## config.mk

```make
export PLATFORM = sky130hd
export DESIGN_NAME = uart_transmitter
export DESIGN_NICKNAME = d
export VERILOG_FILES = /design/src/rtl/uart_pkg.sv /design/src/rtl/uart_transmitter_baud_tick.sv /design/src/rtl/uart_transmitter.sv
export SDC_FILE = /design/constraint.sdc
export NUM_CORES = 1
export LEC_CHECK = 0
export CAP_MARGIN = 20
export CORE_ASPECT_RATIO = 0.75
export CORE_MARGIN = 3
export CORE_UTILIZATION = 52
export CTS_BUF_LIST = sky130_fd_sc_hd__clkbuf_2 sky130_fd_sc_hd__clkbuf_4 sky130_fd_sc_hd__clkbuf_8
export CTS_CLUSTER_SIZE = 24
export DETAILED_ROUTE_END_ITERATION = 10
export PLACE_DENSITY_LB_ADDON = 0.05
export SETUP_SLACK_MARGIN = 0.4
export SLEW_MARGIN = 20
export SYNTH_ARGS = -nofsm -noshare
export SYNTH_HDL_FRONTEND = slang
export SYNTH_SLANG_ARGS = --single-unit
```

## constraint.sdc

```tcl
create_clock -name clk -period 2.15 [get_ports clk]
set_clock_uncertainty 0.05 [all_clocks]
set_input_delay 0.43 -clock clk [delete_from_list [all_inputs] [get_ports clk]]
set_output_delay 0.43 -clock clk [all_outputs]
set_load 0.005 [all_outputs]
```

## src/rtl/uart_pkg.sv

```systemverilog
// Shared types and constants for the UART transmitter.
// Line levels are named so the FSM output logic reads in protocol terms.
package uart_pkg;

    typedef enum logic [2:0] {
        IDLE,
        START,
        DATA,
        PARITY,
        STOP
    } uart_tx_state_t;

    localparam int   UART_DATA_BITS = 8;
    localparam logic LINE_IDLE      = 1'b1;
    localparam logic LINE_START     = 1'b0;
    localparam logic LINE_STOP      = 1'b1;

endpackage

```

## src/rtl/uart_transmitter_baud_tick.sv

```systemverilog
// Bit-period counter: one-cycle tick on the last cycle of each serial bit.
// Latency: tick on count CLKS_PER_BIT-1; no backpressure, counts while en is high.
// Held at zero while disabled or cleared so every frame starts on a bit boundary.
module uart_baud_tick #(
    parameter int CLKS_PER_BIT = 68
) (
    input  logic clk,
    input  logic rst_n,
    input  logic clear,
    input  logic en,
    output logic tick
);

    localparam int                CNT_W   = (CLKS_PER_BIT > 1) ? $clog2(CLKS_PER_BIT) : 1;
    localparam logic [CNT_W-1:0]  CNT_MAX = CNT_W'(CLKS_PER_BIT - 1);

    logic [CNT_W-1:0] cnt_q;
    logic [CNT_W-1:0] cnt_d;

    assign tick = en && (cnt_q == CNT_MAX);

    always_comb begin
        cnt_d = cnt_q;
        if (clear || !en) begin
            cnt_d = '0;
        end else if (tick) begin
            cnt_d = '0;
        end else begin
            cnt_d = cnt_q + 1'b1;
        end
    end

    always_ff @(posedge clk or negedge rst_n) begin
        if (!rst_n) begin
            cnt_q <= '0;
        end else begin
            cnt_q <= cnt_d;
        end
    end

endmodule

```

## src/rtl/uart_transmitter.sv

```systemverilog
// 8N1 UART transmitter (optional even parity bit with UART_TX_PARITY_EN).
// Latency: tx falls on the accepting edge; frame lasts 10 (11) bit periods.
// Backpressure: tx_start is ignored while tx_busy; requests are not queued.
module uart_transmitter
    import uart_pkg::*;
#(
    parameter int CLKS_PER_BIT = 68
) (
    input  logic       clk,
    input  logic       rst_n,
    input  logic       tx_start,
    input  logic [7:0] tx_data,
    output logic       tx,
    output logic       tx_busy,
    output logic       tx_done
);

    uart_tx_state_t state_q, state_d;
    logic [2:0]     idx_q, idx_d;
    logic [7:0]     shift_q, shift_d;
    logic           tx_q, tx_d;
    logic           done_q, done_d;
    logic           accept;
    logic           bit_tick;

    assign accept = (state_q == IDLE) && tx_start;

    uart_baud_tick #(
        .CLKS_PER_BIT (CLKS_PER_BIT)
    ) u_baud_tick (
        .clk   (clk),
        .rst_n (rst_n),
        .clear (accept),
        .en    (state_q != IDLE),
        .tick  (bit_tick)
    );

    always_ff @(posedge clk or negedge rst_n) begin
        if (!rst_n) begin
            state_q <= IDLE;
            idx_q   <= '0;
            shift_q <= '0;
            tx_q    <= LINE_IDLE;
            done_q  <= 1'b0;
        end else begin
            state_q <= state_d;
            idx_q   <= idx_d;
            shift_q <= shift_d;
            tx_q    <= tx_d;
            done_q  <= done_d;
        end
    end

    always_comb begin
        state_d = state_q;
        idx_d   = idx_q;
        shift_d = shift_q;
        case (state_q)
            IDLE: begin
                if (tx_start) begin
                    state_d = START;
                    shift_d = tx_data;
                    idx_d   = '0;
                end
            end
            START: begin
                if (bit_tick) begin
                    state_d = DATA;
                    idx_d   = '0;
                end
            end
            DATA: begin
                if (bit_tick) begin
                    if (idx_q == 3'(UART_DATA_BITS - 1)) begin
`ifdef UART_TX_PARITY_EN
                        state_d = PARITY;
`else
                        state_d = STOP;
`endif
                    end else begin
                        idx_d = idx_q + 3'd1;
                    end
                end
            end
            PARITY: begin
                if (bit_tick) begin
                    state_d = STOP;
                end
            end
            STOP: begin
                if (bit_tick) begin
                    state_d = IDLE;
                end
            end
            default: state_d = IDLE;
        endcase
    end

    // Line level is derived from the next state so tx changes on the same edge as the state.
    always_comb begin
        tx_d   = LINE_IDLE;
        done_d = (state_q == STOP) && bit_tick;
        case (state_d)
            IDLE:    tx_d = LINE_IDLE;
            START:   tx_d = LINE_START;
            DATA:    tx_d = shift_d[idx_d];
            PARITY:  tx_d = ^shift_d;
            STOP:    tx_d = LINE_STOP;
            default: tx_d = LINE_IDLE;
        endcase
    end

    assign tx      = tx_q;
    assign tx_busy = (state_q != IDLE);
    assign tx_done = done_q;

endmodule

```

==> results of run 1 <==
==> registers in the layout, summed over array words and instances (netlist names) <==
register and flops:
idx_q 3, shift_q 8, state_q 3, tx 1, tx_done 1, u_baud_tick.cnt_q 7
==> per-layer routing <==
metal  GRT usage  share of wire
met1       0.314           0.46
met2       0.360           0.46
met3      0.0515          0.055
met4      0.0386          0.018
met5           0              0
==> synthesized netlist by cell type <==
cell type | count | share of area
nor4b_4 | 1 | 0.018
a211oi_1 | 3 | 0.017
o211ai_1 | 1 | 0.0055
and2_4 | 1 | 0.0065
ha_1 | 2 | 0.018
nand4_1 | 2 | 0.0092
xnor2_1 | 17 | 0.11
a41oi_4 | 1 | 0.020
inv_1 | 5 | 0.014
or3_1 | 4 | 0.018
nand2_2 | 1 | 0.0046
nor2_2 | 1 | 0.0046
o21ai_1 | 1 | 0.0037
nand4b_1 | 1 | 0.0065
or4_1 | 1 | 0.0055
a2111oi_0 | 1 | 0.0065
clkinv_1 | 1 | 0.0028
nand2_1 | 12 | 0.033
o32ai_1 | 1 | 0.0065
nor4_1 | 4 | 0.018
a21oi_1 | 4 | 0.015
nand3_1 | 2 | 0.0074
nor2_4 | 1 | 0.0083
o21bai_1 | 1 | 0.0055
xor2_1 | 3 | 0.019
nor2_1 | 9 | 0.025
o22ai_1 | 1 | 0.0046
mux2_1 | 3 | 0.025
nor2b_1 | 1 | 0.0046
dfrtp_1 | 22 | 0.41
buf_2 | 5 | 0.018
mux2_2 | 7 | 0.058
dfstp_2 | 1 | 0.019
and2_1 | 1 | 0.0046
a21o_1 | 1 | 0.0055
a31o_2 | 1 | 0.0065
mux2i_1 | 3 | 0.022
a31oi_1 | 1 | 0.0046
and3_1 | 2 | 0.0092
o21ai_0 | 1 | 0.0037
==> repair_timing <==
item,4_1_cts,5_1_grt
endpoints found under the hold margin,0,0
pin swaps,10,5
endpoints found under the setup margin,9,8
resized for setup,26,11
setup buffers,2,2
hold buffers,0,0
==> layout make-up <==
class,count,area (µm²),area share
well taps,34,42.5,0.0222
flip-flops and latches,23,577,0.301
inverters,6,22.5,0.0117
repair buffers,43,374,0.195
multi-input cells,97,872,0.455
clock buffers,4,30.0,0.0157
==> cell families (layout without fill, tap and decap cells) <==
kind of cell | Yosys count | in the layout | share of synthesized area
muxes | 13 | 13 | 0.105
and+or+nand+nor | 44 | 44 | 0.183
DFF | 23 | 23 | 0.425
buffers and inverters | 11 | 53 | 0.0350
AOI/OAI and AO/OA | 18 | 18 | 0.104
adders and majority gates | 2 | 2 | 0.0184
xor gates and xnor gates | 20 | 20 | 0.129
==> through the flow <==
step / utilization / hold WS [ns] / cells / setup TNS (ns)
floorplan: - / 0.0844 / 131 / -0.132
global placement: 0.719 / 0.463 / 199 / -0.288
detailed placement: 0.719 / 0.475 / 199 / -0.350
CTS: 0.774 / 0.333 / 205 / -0.181
global route: 0.805 / 0.333 / 207 / -0.378
finish: 0.805 / 0.334 / 207 / -0.272
==> where the power goes <==
part | total [mW] | internal [mW] | leakage, nW | switching, mW
Clock | 0.214 | 0.0851 | 0.0184 | 0.129
Sequential | 0.636 | 0.536 | 0.288 | 0.0998
Combinational | 0.688 | 0.400 | 0.506 | 0.288
Total | 1.54 | 1.02 | 0.812 | 0.517
==> worst min path at each step <==
stage                         startpoint              endpoint  slack, ns  cells after the start
floorplan                          rst_n              idx_q[0]       0.08                      0
global placement    u_baud_tick.cnt_q[0]  u_baud_tick.cnt_q[0]       0.46                      2
detailed placement  u_baud_tick.cnt_q[0]  u_baud_tick.cnt_q[0]       0.48                      2
CTS                                rst_n            state_q[0]       0.33                      1
global route                       rst_n            state_q[0]       0.33                      1
finish                             rst_n            state_q[0]       0.33                      1
==> worst max-delay path: cells and delay by family, from the launching register on <==
family	cells	cell delay, ns
buf+inv	1	0.17
mux	1	0.27
simple gates	4	1.10
flops	1	0.43
compound gates	2	0.32
==> flow_metrics.tcl, run 1 <==
set metrics [dict create \
    status "finished with violations" \
    violations "negative setup slack" \
    path_class "reg -> reg" \
    fin_nets 187 \
    rsz0062_at_grt "yes" \
    vias_per_cell 5.47 \
    total_power_mw 1.54 \
    antenna_cells 0 \
    fin_crit_ns 2.42 \
    crit_slowest_cell "or4_1" \
    relSlewSlack 0.748 \
    r2r-start "u_baud_tick.cnt_q[3]" \
    clock_latency_ns 0.31 \
    mostFrequentLayoutCells "buf_4, dfrtp_1, xnor2_1" \
    layout_setup_ws_ns -0.272 \
    clock_path_buffers 2 \
    drive_above_1_share 0.376 \
    detail-route-antenna-nets 0 \
    vias 1133 \
    grt_overflow 0 \
    grt_start_max_net_pins 17 \
    worst_setup_path_start_kind "register" \
    area_growth_pct 41.3 \
    grt_pass1_wl_mm 5.53 \
    yosysSeqAreaShare 0.425 \
    period_share 1.13 \
    grt_pass1_vias 1151 \
    fmax_mhz 413 \
    crit_end "tx" \
    worst_pin_slew_ns 0.377 \
    drcViolationCount 0 \
    mostFrequentLayoutCell "buf_4" \
    cp_max_fo 4 \
    p_leak_nw 0.812 \
    syn_avg_cell_area_um2 10.4 \
    post_dp_cell_area_mm2 0.00171 \
    synth_area_mm2 0.00136 \
    clk_pin_slew_ns 0.12 \
    synth_seq_cells 23 \
    dieWidth_um 65 \
    cts_made_buffers 3 \
    startpoint "u_baud_tick.cnt_q[3]" \
    grt_usage 0.224 \
    dieArea_mm2 0.00327 \
    finalWirelength_mm 3.38 \
    core_mm2 0.00238 \
    ir_drop_mv 0.460 \
    syn_nets 144 \
    hp-class "in -> async" \
    end_kind "register" \
    finalSetupViolations 1 \
    dpl_worst_slack_ns -0.350 \
    fillers 155 \
    syn_inst 131 \
    r2r_end "tx" \
    cap_violations 0 \
    worst-r2r-setup-slack_ns -0.27 \
    fp.dieH_um 50.3 \
    detailed_place_hpwl_mm 2.25 \
    cts_tree "yes" \
    yosysUniqueCellTypes 40 \
    wl_per_cell_um 16.3 \
    place_congestion 0.896 \
    firstDrtPassIters 4 \
    p_per_area_mw_per_mm2 802 \
    cts-root-buf "clkbuf_4" \
    htreeDepth 1 \
    initial_utilization 0.570 \
    ios 14 \
    cp_data_required_time_ns 2.34 \
    cts_num_sinks 23 \
    drt-initial-drc-count 86 \
    core.rowCount 15 \
    slowest_delay_ns 0.52 \
    ff2ff_path_depth 8 \
    path_cells "nor4b_4, buf_4, nand4b_1, a21o_1, nand2_4, mux2i_4, a2111oi_4, or4_1" \
    antenna_found_initial 0 \
    yosysWarnings 0 \
    hold_viol 0 \
    design_area_mm2 0.00192 \
    drv_slew 0 \
    arrival_ns 2.61 \
    io_buffers 13 \
]
Note: power is estimated with default switching activity, not from simulation.
==> run 2, diff against run 1 <==
--- a/config.mk
+++ b/config.mk
@@ -6,15 +6,18 @@
 export NUM_CORES = 1
 export LEC_CHECK = 0
 export CAP_MARGIN = 20
+export CELL_PAD_IN_SITES_DETAIL_PLACEMENT = 2
+export CELL_PAD_IN_SITES_GLOBAL_PLACEMENT = 2
 export CORE_ASPECT_RATIO = 0.75
 export CORE_MARGIN = 3
-export CORE_UTILIZATION = 52
+export CORE_UTILIZATION = 35
 export CTS_BUF_LIST = sky130_fd_sc_hd__clkbuf_2 sky130_fd_sc_hd__clkbuf_4 sky130_fd_sc_hd__clkbuf_8
 export CTS_CLUSTER_SIZE = 24
 export DETAILED_ROUTE_END_ITERATION = 10
 export PLACE_DENSITY_LB_ADDON = 0.05
-export SETUP_SLACK_MARGIN = 0.4
+export SETUP_SLACK_MARGIN = 0.05
 export SLEW_MARGIN = 20
 export SYNTH_ARGS = -nofsm -noshare
 export SYNTH_HDL_FRONTEND = slang
+export SYNTH_HIERARCHICAL = 1
 export SYNTH_SLANG_ARGS = --single-unit
==> flow_metrics.tcl, run 2 <==
set metrics [dict create \
    fin_setup_tns_ns -0.773 \
    antenna_found_initial 0 \
    crit_slowest_cell "dfrtp_1" \
    worst-r2r-setup-slack_ns -0.39 \
    finalSetupViolations 3 \
    cp_data_required_time_ns 2.30 \
    r2r_end "tx" \
    drv_slew 0 \
    async_reset_ff_frac 1.00 \
    post_dp_cell_area_mm2 0.00158 \
    p_sw_mw 0.466 \
    finalWirelength_mm 3.23 \
    path_cells "or3_4, or4b_4, nor2_4, buf_4, buf_6, buf_6, and4b_1, o22ai_2, mux4_2, mux2i_1, o21ai_1" \
    place_congestion 0.774 \
    p_leak_nw 0.785 \
    grt_start_max_net_pins 24 \
    seq_power_share 0.395 \
    initial_utilization 0.371 \
    firstDrtPassIters 2 \
    dpl_worst_slack_ns -0.408 \
    fmax_mhz 393 \
    relSlewSlack 0.770 \
    cap_violations 0 \
    core.rowCount 18 \
    yosys-top-cells-count "dfrtp_1, xnor2_1, mux2_2, nor2_1, nand2_1" \
    largest_register_ffs 8 \
    yosysUniqueCellTypes 43 \
    ff2ff_path_depth 11 \
    synth_area_mm2 0.00124 \
    drive_above_1_share 0.431 \
    synth_edf_count 0 \
    cp_max_fo 4 \
    worst_setup_path_start_kind "register" \
    p_per_area_mw_per_mm2 871 \
    arrival_ns 2.69 \
    total_power_mw 1.52 \
    hp-class "in -> async" \
    grt_pass1_vias 1106 \
    layout_setup_ws_ns -0.394 \
    dieArea_mm2 0.00431 \
    ios 14 \
    synthTopCellsByArea "dfrtp_1, mux2_2, xnor2_1, mux4_1, dfstp_2" \
    clkPwrFrac 0.182 \
    detail-route-antenna-nets 0 \
    vias_per_cell 5.13 \
    cts-root-buf "clkbuf_8" \
    fin_crit_ns 2.54 \
    drcViolationCount 0 \
    r2r-start "state_q[0]" \
    swShare 0.306 \
    synth_seq_cells 23 \
    slowest_delay_ns 0.39 \
    synth_top_area_share 0.443 \
    rsz0062_at_grt "yes" \
    worst_pin_slew_ns 0.344 \
    hold_viol 0 \
    p_int_mw 1.06 \
    fin_nets 167 \
    violations "negative setup slack" \
    status "finished with violations" \
    fp.dieH_um 57.6 \
    yosysSeqAreaShare 0.464 \
    top_register "shift_q" \
    io_buffers 13 \
    path_class "reg -> reg" \
    clock_latency_ns 0.26 \
    synth_flop_cell "dfrtp_1" \
    clk_pin_slew_ns 0.08 \
    end_kind "register" \
    mostFrequentLayoutCell "buf_4" \
    antenna_cells 0 \
    area_growth_pct 40.4 \
    period_share 1.18 \
    ir_drop_mv 0.531 \
    grt_pass1_wl_mm 5.51 \
    mostFrequentLayoutCells "buf_4, dfrtp_1, clkdlybuf4s50_1" \
    htreeDepth 1 \
    detailed_place_hpwl_mm 2.34 \
    dieWidth_um 74.8 \
    grt_usage 0.168 \
    synth_most_common_cell "dfrtp_1" \
    syn_nets 119 \
    cts_made_buffers 3 \
    cpMostUsedCell "buf_6" \
    comb_power_share 0.423 \
    yosysTopAreaCell "dfrtp_1" \
    cts_tree "yes" \
    top_regs "shift_q (8), u_baud_tick/cnt_q (7)" \
    wl_per_cell_um 16.7 \
    clock_path_buffers 2 \
    syn_avg_cell_area_um2 11.7 \
    design_area_mm2 0.00175 \
    syn_inst 106 \
    drt-initial-drc-count 31 \
    vias 991 \
    core_mm2 0.00336 \
    cts_num_sinks 23 \
    yosysWarnings 6 \
    grt_overflow 0 \
]
-- run 2: timing repair --
| action | 4_1_cts | 5_1_grt |
|---|---|---|
| hold buffers | 0 | 0 |
| cloned | 0 | 0 |
| resized for setup | 9 | 8 |
| pin swaps | 5 | 5 |
| setup endpoints to repair | 4 | 5 |
| setup buffers | 8 | 5 |
-- run 2: worst max path at each step --
stage | start | end | slack (ns) | cells after the start
after global placement | tx_start | tx | -0.36 | 7
after CTS | state_q[0] | tx | -0.37 | 9
final | state_q[0] | tx | -0.39 | 11
after detailed placement | state_q[2] | tx | -0.41 | 9
after floorplan | state_q[0] | tx | -0.29 | 9
after global routing | state_q[0] | tx | -0.54 | 11
-- run 2: power by group through the flow --
stage	clock (mW)	combinational [mW]	sequential (mW)
after detailed placement	0	0.643	0.612
after global routing	0.316	0.717	0.617
after floorplan	0	0.400	0.612
final	0.277	0.643	0.601
after CTS	0.289	0.649	0.602
after global placement	0	0.622	0.603
-- run 2: cell type report --
type / count / area [µm²]
Sequential cell: 23 / 577
Tap cell: 40 / 50.0
Fill cell: 346 / 1610
Multi-Input combinational cell: 76 / 676
Inverter: 4 / 15.0
Timing Repair Buffer: 46 / 380
Clock buffer: 4 / 48.8
-- run 2: cells by family after synthesis --
family,count (synthesis),share of synthesized area
simple gates,33,0.171
buf+inv,7,0.0282
mux,11,0.126
fa+ha+maj,2,0.0201
flops,23,0.464
compound gates,20,0.121
xor+xnor,10,0.0704
-- run 2: stage by stage --
step           hold slack [ns]  instances  utilization
5_1_grt                  0.489        193        0.521
6_report                 0.469        193        0.521
4_1_cts                  0.479        189        0.510
2_1_floorplan           0.0844        106            -
3_5_place_dp             0.492        179        0.472
3_3_place_gp             0.478        179        0.472
-- run 2: critical path: cells and delay by family, from the launching register on --
family                 cells  cell delay (ns)
and+or+nand+nor            4             0.90
muxes                      2             0.48
DFF                        1             0.39
buffers and inverters      3             0.35
AOI/OAI and AO/OA          2             0.32
-- run 2: routing by layer --
metal | part of all wire | track usage | vias to the layer above | wire length [µm]
li1 | - | - | 471 | -
met1 | 0.48 | 0.233 | 505 | 1550
met2 | 0.49 | 0.273 | 13 | 1580
met3 | 0.028 | 0.0416 | 2 | 92
met4 | 0.0034 | 0.0228 | 0 | 11
met5 | 0 | 0 | - | 0
==> run 3, diff against run 2 <==
--- a/config.mk
+++ b/config.mk
@@ -9,13 +9,14 @@
 export CELL_PAD_IN_SITES_DETAIL_PLACEMENT = 2
 export CELL_PAD_IN_SITES_GLOBAL_PLACEMENT = 2
 export CORE_ASPECT_RATIO = 0.75
-export CORE_MARGIN = 3
 export CORE_UTILIZATION = 35
 export CTS_BUF_LIST = sky130_fd_sc_hd__clkbuf_2 sky130_fd_sc_hd__clkbuf_4 sky130_fd_sc_hd__clkbuf_8
 export CTS_CLUSTER_SIZE = 24
 export DETAILED_ROUTE_END_ITERATION = 10
 export PLACE_DENSITY_LB_ADDON = 0.05
 export SETUP_SLACK_MARGIN = 0.05
+export SKIP_CTS_REPAIR_TIMING = 1
+export SKIP_LAST_GASP = 1
 export SLEW_MARGIN = 20
 export SYNTH_ARGS = -nofsm -noshare
 export SYNTH_HDL_FRONTEND = slang
==> flow_metrics.tcl, run 3 (synthesis gave the netlist of run 2 again) <==
set metrics [dict create \
    cts_num_sinks 23 \
    grt_usage 0.176 \
    fp.dieH_um 53.6 \
    finalSetupViolations 2 \
    core_mm2 0.00333 \
    mostFrequentLayoutCell "buf_4" \
    drive_above_1_share 0.389 \
    grt_overflow 0 \
    top_register "shift_q" \
    p_leak_nw 0.775 \
    detail-route-antenna-nets 0 \
    initial_utilization 0.373 \
    ir_drop_mv 0.533 \
    clock_path_buffers 2 \
    wl_per_cell_um 16.5 \
    drv_slew 0 \
    path_class "reg -> reg" \
    fin_setup_tns_ns -0.663 \
    swShare 0.308 \
    relSlewSlack 0.788 \
    end_kind "register" \
    hold_viol 0 \
    antenna_cells 0 \
    grt_pass1_wl_mm 5.01 \
    cp_data_required_time_ns 2.29 \
    worst_setup_path_start_kind "register" \
    finalWirelength_mm 3.12 \
    clkPwrFrac 0.180 \
    arrival_ns 2.77 \
    slowest_delay_ns 0.53 \
    seq_power_share 0.395 \
    worst_pin_slew_ns 0.317 \
    drcViolationCount 0 \
    firstDrtPassIters 5 \
    cts_made_buffers 3 \
    clk_pin_slew_ns 0.08 \
    path_cells "or3_4, or4b_4, nor2_4, nor4bb_2, a31oi_1, o21ai_2, mux4_2, mux2i_1, o21ai_1" \
    largest_register_ffs 8 \
    violations "negative setup slack" \
    p_sw_mw 0.470 \
    total_power_mw 1.52 \
    antenna_found_initial 0 \
    grt_start_max_net_pins 24 \
    cts_tree "yes" \
    core.rowCount 18 \
    htreeDepth 1 \
    top_regs "shift_q (8), u_baud_tick/cnt_q (7)" \
    status "finished with violations" \
    dieWidth_um 70.8 \
    ios 14 \
    cap_violations 0 \
    fin_nets 163 \
    clock_latency_ns 0.26 \
    layout_setup_ws_ns -0.480 \
    place_congestion 0.708 \
    mostFrequentLayoutCells "buf_4, dfrtp_1, clkdlybuf4s50_1" \
    vias_per_cell 5.05 \
    cp_max_fo 4 \
    dpl_worst_slack_ns -0.472 \
    fin_crit_ns 2.63 \
    cts-root-buf "clkbuf_8" \
    hp-class "in -> async" \
    period_share 1.22 \
    p_int_mw 1.06 \
    io_buffers 13 \
    grt_pass1_vias 1020 \
    detailed_place_hpwl_mm 2.33 \
    vias 955 \
    area_growth_pct 37.4 \
    dieArea_mm2 0.00380 \
    drt-initial-drc-count 14 \
    rsz0062_at_grt "yes" \
    fmax_mhz 380 \
    comb_power_share 0.425 \
    crit_slowest_cell "mux4_2" \
    p_per_area_mw_per_mm2 892 \
]
==> run 3: path summary, 6_finish.rpt <==
path / startpoint / slack, ns / cells after the start / end
worst max-delay path: state_q[0] / -0.48 / 9 / tx
worst min-delay path: rst_n / 0.47 / 2 / tx_done
worst max register to register: state_q[0] / -0.48 / 9 / tx
worst min register to register: shift_q[1] / 0.50 / 1 / shift_q[1]
max in group asynchronous: rst_n / 1.30 / 2 / tx
min in group clk: shift_q[1] / 0.50 / 1 / shift_q[1]
==> run 3: per-stage QoR <==
step,utilization,area (µm²),hold slack [ns],instances
detailed placement,0.477,1590,0.490,180
finish,0.513,1710,0.468,189
CTS,0.492,1640,0.476,184
global route,0.513,1710,0.494,189
global placement,0.477,1590,0.480,180
floorplan,-,1250,0.0844,106
==> run 3: area by class of cell <==
class,instances,area (µm²)
fill,354,1620
multi-input combinational,76,664
sequential,23,577
timing repair buffer,42,354
tap,40,50.0
clock buffer,4,48.8
inverter,4,15.0
==> run 3: critical path, delay by kind of cell (launching register included) <==
family	cells	cell delay, ns
and+or+nand+nor	4	0.99
muxes	2	0.70
AOI/OAI and AO/OA	3	0.44
DFF	1	0.39
==> run 3: metal layers <==
metal,up-vias,track usage,wire length [µm]
met5,-,0,0
met4,0,0.0300,12
met3,2,0.0468,77
met2,12,0.317,1580
met1,478,0.220,1450
li1,463,-,-
==> run 3: power by group through the flow <==
stage,Sequential [mW],Clock (mW),Combinational (mW)
6_report,0.602,0.275,0.648
5_1_grt,0.614,0.303,0.718
4_1_cts,0.603,0.290,0.647
3_5_place_dp,0.612,0,0.642
3_3_place_gp,0.603,0,0.621
2_1_floorplan,0.612,0,0.400
